<file path="src/rtl/id_stage.sv">
// rtl/id_stage.sv - RV32I decode stage: register file, immediates, operand select, stall-able output bundle
module id_stage #(
    parameter logic [31:0] RESET_PC = 32'h0000_0000
) (
    input  logic        clk,
    input  logic        rst,
    input  logic        if_valid,
    output logic        if_ready,
    input  logic [31:0] if_instr,
    input  logic [31:0] if_pc,
    output logic        ex_valid,
    input  logic        ex_ready,
    input  logic        flush,
    input  logic        wb_we,
    input  logic [4:0]  wb_rd,
    input  logic [31:0] wb_data,
    output logic [6:0]  opcode_reg,
    output logic [2:0]  funct3_reg,
    output logic [6:0]  funct7_reg,
    output logic [31:0] SrcA,
    output logic [31:0] SrcB,
    output logic [31:0] rs2_data,
    output logic [4:0]  rd_reg,
    output logic [31:0] pc_reg,
    output logic        illegal
);

    localparam logic [6:0] OP_R      = 7'b0110011;
    localparam logic [6:0] OP_IMM    = 7'b0010011;
    localparam logic [6:0] OP_LOAD   = 7'b0000011;
    localparam logic [6:0] OP_JALR   = 7'b1100111;
    localparam logic [6:0] OP_STORE  = 7'b0100011;
    localparam logic [6:0] OP_BRANCH = 7'b1100011;
    localparam logic [6:0] OP_JAL    = 7'b1101111;
    localparam logic [6:0] OP_LUI    = 7'b0110111;
    localparam logic [6:0] OP_AUIPC  = 7'b0010111;

    logic [31:0] rf [0:31];

    logic [4:0]  rs1, rs2;
    logic [31:0] rs1_val, rs2_val;
    logic [31:0] imm_i, imm_s, imm_u, imm_j;
    logic        is_shift;
    logic [31:0] dec_a, dec_b;
    logic [6:0]  dec_f7;
    logic [4:0]  dec_rd;
    logic        dec_ill;
    logic        load;

    assign if_ready = !ex_valid || ex_ready;
    assign load     = if_valid && if_ready;

    assign rs1 = if_instr[19:15];
    assign rs2 = if_instr[24:20];

    // Write-back bypass so an instruction decoded in the same cycle as its producer's write sees the new value
    always_comb begin
        rs1_val = rf[rs1];
        if (rs1 == 5'd0)
            rs1_val = 32'd0;
        else if (wb_we && wb_rd == rs1)
            rs1_val = wb_data;
        rs2_val = rf[rs2];
        if (rs2 == 5'd0)
            rs2_val = 32'd0;
        else if (wb_we && wb_rd == rs2)
            rs2_val = wb_data;
    end

    assign imm_i = {{20{if_instr[31]}}, if_instr[31:20]};
    assign imm_s = {{20{if_instr[31]}}, if_instr[31:25], if_instr[11:7]};
    assign imm_u = {if_instr[31:12], 12'b0};
    assign imm_j = {{11{if_instr[31]}}, if_instr[31], if_instr[19:12], if_instr[20], if_instr[30:21], 1'b0};
    assign is_shift = (if_instr[14:12] == 3'b001) || (if_instr[14:12] == 3'b101);

    always_comb begin
        dec_a   = 32'd0;
        dec_b   = 32'd0;
        dec_f7  = 7'd0;
        dec_rd  = if_instr[11:7];
        dec_ill = 1'b0;
        case (if_instr[6:0])
            OP_R: begin
                dec_a  = rs1_val;
                dec_b  = is_shift ? {27'd0, rs2_val[4:0]} : rs2_val;
                dec_f7 = if_instr[31:25];
            end
            OP_IMM: begin
                dec_a  = rs1_val;
                dec_b  = is_shift ? {27'd0, if_instr[24:20]} : imm_i;
                // Non-shift OP-IMM must not leak immediate bits into funct7 (addi -1 would look like sub)
                dec_f7 = is_shift ? if_instr[31:25] : 7'd0;
            end
            OP_LOAD, OP_JALR: begin
                dec_a = rs1_val;
                dec_b = imm_i;
            end
            OP_STORE: begin
                dec_a  = rs1_val;
                dec_b  = imm_s;
                dec_rd = 5'd0;
            end
            OP_BRANCH: begin
                dec_a  = rs1_val;
                dec_b  = rs2_val;
                dec_rd = 5'd0;
            end
            OP_JAL: begin
                dec_a = if_pc;
                dec_b = imm_j;
            end
            OP_LUI: begin
                dec_b = imm_u;
            end
            OP_AUIPC: begin
                dec_a = if_pc;
                dec_b = imm_u;
            end
            default: begin
                dec_rd  = 5'd0;
                dec_ill = 1'b1;
            end
        endcase
    end

    always_ff @(posedge clk) begin
        if (rst) begin
            for (int i = 0; i < 32; i++)
                rf[i] <= 32'd0;
        end else if (wb_we && wb_rd != 5'd0) begin
            rf[wb_rd] <= wb_data;
        end
    end

    always_ff @(posedge clk) begin
        if (rst) begin
            ex_valid   <= 1'b0;
            illegal    <= 1'b0;
            opcode_reg <= 7'd0;
            funct3_reg <= 3'd0;
            funct7_reg <= 7'd0;
            SrcA       <= 32'd0;
            SrcB       <= 32'd0;
            rs2_data   <= 32'd0;
            rd_reg     <= 5'd0;
            pc_reg     <= RESET_PC;
        end else if (flush) begin
            ex_valid <= 1'b0;
        end else if (load) begin
            ex_valid   <= 1'b1;
            illegal    <= dec_ill;
            opcode_reg <= if_instr[6:0];
            funct3_reg <= if_instr[14:12];
            funct7_reg <= dec_f7;
            SrcA       <= dec_a;
            SrcB       <= dec_b;
            rs2_data   <= rs2_val;
            rd_reg     <= dec_rd;
            pc_reg     <= if_pc;
        end else if (ex_ready) begin
            ex_valid <= 1'b0;
        end
    end

endmodule
</file>
<file path="config.mk">
export PLATFORM = sky130hd
export DESIGN_NAME = id_stage
export DESIGN_NICKNAME = d
export VERILOG_FILES = /design/src/rtl/id_stage.sv
export SDC_FILE = /design/constraint.sdc
export NUM_CORES = 2
export LEC_CHECK = 0
export CAP_MARGIN = 15
export CORE_ASPECT_RATIO = 2
export CORE_UTILIZATION = 45
export DETAILED_ROUTE_END_ITERATION = 8
export GPL_TIMING_DRIVEN = 0
export SKIP_LAST_GASP = 1
export SYNTH_ARGS = -nofsm -noshare
export SYNTH_HDL_FRONTEND = slang
export SYNTH_SLANG_ARGS = --single-unit
</file>
<file path="constraint.sdc">
create_clock -name clk -period 7.1 [get_ports clk]
set_input_delay 0.71 -clock clk [delete_from_list [all_inputs] [get_ports clk]]
set_output_delay 0.71 -clock clk [all_outputs]
set_load 0.05 [all_outputs]
</file>
==> run_results.csv <==
group,metric,value,unit
outcome,status,"completed",
sta,maxSlewHeadroom,0.0722,
drt,totalWireLength,271000,um
finish,instances_no_fill,6700,
die,die-height,525,um
synth,ys_types,65,
cts,cts_sinks,1176,
sta,fin_skew,51.0,ps
power,ir_worst_vdd,0.192,mV
cts,cts_resized,0,
placed_design,dp_hpwl,208000,um
finish,fill_cells,11460,
setup_path,reg2reg_from,"ex_valid",
cts,numCtsBuffers,108,
global_routing,grt_first_pass_wirelength,362000,um
power,power.density,237,nW/um^2
setup_path,r2r_setup_slack,3040,ps
global_routing,grt_usage,0.390,
cts,postCtsHoldBufs,0,
synth,yosysTopAreaCell,"edfxtp_1",
drt,firstDrtPassIters,6,
global_routing,grt_remaining_overflow,0,
cts,clock_latency,770,ps
global_routing,grt_max_degree,33,
sta,finalHoldViolCount,0,
cts,cts_buffer_depth,3,
placed_design,port-buffer-count,243,
synth,synth_top_cell_area_share,0.500,
cts,clk_pin_slew,70,ps
synth,syn-cell-area,61600,sq um
die,ioPinCount,260,
sta,maxClockFrequency,0.225,GHz
setup_path,worstPathMaxFanout,10,
min_path,min_path_type,"input port to flop",
sta,finalCritPeriodShare,0.626,
synth,synthFlopType,"edfxtp_1",
sta,finalMaxSlewViolations,0,
finish,regMostFlops,"rf",
die,rows,191,
synth,async_reset_ff_frac,0,
drt,via_per_inst,6.68,
setup_path,critPathLaunchType,"input port",
finish,layout-drive-gt1-share,0.170,
die,die_area,138000,sq um
setup_path,crit_path_start,"if_instr[24]",
global_routing,grt_antenna_before_repair,17,
placed_design,place_ws,2230,ps
sta,fin_crit,4450,ps
finish,area.growth.synth_to_final,15.3,%
sta,rsz0062_at_grt,"no",
placed_design,dpl.cell_count,6486,
synth,synth.area.top_cells,"edfxtp_1, mux4_2, and2_1, mux2i_1, dfxtp_1",
placed_design,gp_congestion,1.00,
power,finalPower,16800,uW
finish,nets,4970,
drt,vias,44788,
cts,cts_max_level,3,
sta,finalWorstSetupSlack,2650,ps
setup_path,r2r-end,"pc_reg[6]",
die,die_width,264,um
synth,synth_commonest_cells,"edfxtp_1, and2_1, mux4_2, clkbuf_1, mux2i_1",
setup_path,worst_setup_path_end_kind,"flop",
drt,drt_iter0_drc,5886,
finish,largest_reg_flops,1024,
drt,antenna_left,0,
drt,avgRoutedWirePerCell,40.5,um
synth,avgSynthCellArea,13.9,sq um
synth,synth_most_common_cell,"edfxtp_1",
sta,tns,0,ps
cts,post-cts-setup-buffers,0,
drt,drc,0,
setup_path,arrival,5110,ps
synth,synth_enable_flop_cells,1024,
power,leakage,0.0247,uW
die,initial_utilization,0.454,
setup_path,critPathKind,"input port to flop",
synth,ys_ff_latch,1176,
cts,cts-root-buf,"clkbuf_16",
die,core,136000,sq um
global_routing,grt_pass1_vias,45128,
setup_path,reg2reg_depth,10,
setup_path,worstPathRequired,7760,ps
synth,ys_warn_count,0,
sta,worstMarginPinSlew,1390,ps
flow_run,maxCapViolations,0,
setup_path,endpoint,"rs2_data[10]",
synth,syn_inst,4430,
cts,cts_tree,"yes",
synth,ys_seq_area_frac,0.549,
sta,setup_viol,0,
==> power breakdown <==
part	internal, uW	switching, uW
Combinational	862	1490
Sequential	7860	190
Clock	3600	2840
==> cell families after synthesis <==
| family | count (synthesis) | synth area share |
|---|---|---|
| AND/OR/NAND/NOR | 1383 | 0.132 |
| flip-flops | 1176 | 0.549 |
| multiplexers | 766 | 0.213 |
| AO/OA/AOI/OAI | 598 | 0.0689 |
| buffers and inverters | 496 | 0.0359 |
| XOR/XNOR | 10 | 0.00142 |
| other | 1 | 0.0000609 |
==> layout by cell type, fill, tap and decap left out, types with 15 or more instances in the layout <==
cell	netlist	layout
a221oi_1	66	66
dfxtp_1	152	152
o22ai_1	26	26
clkinv_2	0	19
buf_6	18	19
buf_1	23	17
conb_1	1	32
mux4_2	433	433
o221ai_1	32	32
or4_1	18	18
and2_1	995	995
inv_1	26	26
clkbuf_16	0	114
a22o_1	34	34
mux2i_1	324	324
edfxtp_1	1024	1024
nand2b_1	20	20
a211oi_1	31	31
nand2_1	162	162
or2_2	30	30
nor2_1	68	67
clkbuf_1	338	352
buf_8	4	30
a22oi_1	106	106
and3_1	26	26
buf_2	66	73
clkdlybuf4s50_1	0	243
a21oi_1	168	168
nand3_1	17	17
o21ai_0	32	32
bufinv_16	0	15
o211ai_1	46	46
buf_4	18	18
==> metrics by stage <==
step	utilization	cell area (sq um)	hold WS (ps)
global placement	0.489	66300	441
global route	0.524	71000	319
CTS	0.523	70900	284
floorplan	-	61700	671
finish	0.524	71000	302
detailed placement	0.495	67100	445
==> metal layers <==
metal / wire length, um / vias to the layer above / track usage / part of all wire
li1: - / 17784 / - / -
met1: 85500 / 22714 / 0.414 / 0.32
met5: 199 / - / 0 / 0.00073
met3: 27800 / 1083 / 0.103 / 0.10
met2: 130000 / 3195 / 0.643 / 0.48
met4: 27900 / 12 / 0.335 / 0.10
==> worst min path at each step <==
stage / from / to / slack (ps) / cells after the start
2_1_floorplan: rs2_data[5] / rs2_data[5] / 670 / 2
3_5_place_dp: rs2_data[7] / rs2_data[7] / 440 / 2
4_1_cts: if_instr[5] / opcode_reg[5] / 280 / 3
3_3_place_gp: pc_reg[28] / pc_reg[28] / 440 / 2
6_report: if_instr[5] / opcode_reg[5] / 300 / 3
5_1_grt: if_instr[5] / opcode_reg[5] / 320 / 3
==> critical path: stages <==
cell      delay, ps
clkbuf_1        690
or2_2           240
clkbuf_1        770
or4_1           490
and2_0          190
clkbuf_1        240
clkbuf_1        980
o211ai_1        520
a21oi_1         260
==> area by class of cell <==
type | count | area (sq um) | share of cell area
inverters | 26 | 97.6 | 0.00137
clock inverters | 56 | 693 | 0.00976
diodes | 8 | 20.0 | 0.000282
well taps | 1737 | 2170 | 0.0306
repair buffers | 292 | 3310 | 0.0466
clock buffers | 146 | 3080 | 0.0434
flip-flops and latches | 1176 | 33800 | 0.476
multi-input cells | 2789 | 25700 | 0.362
plain buffers | 470 | 2130 | 0.0300
(Power assumes the default switching activity.)
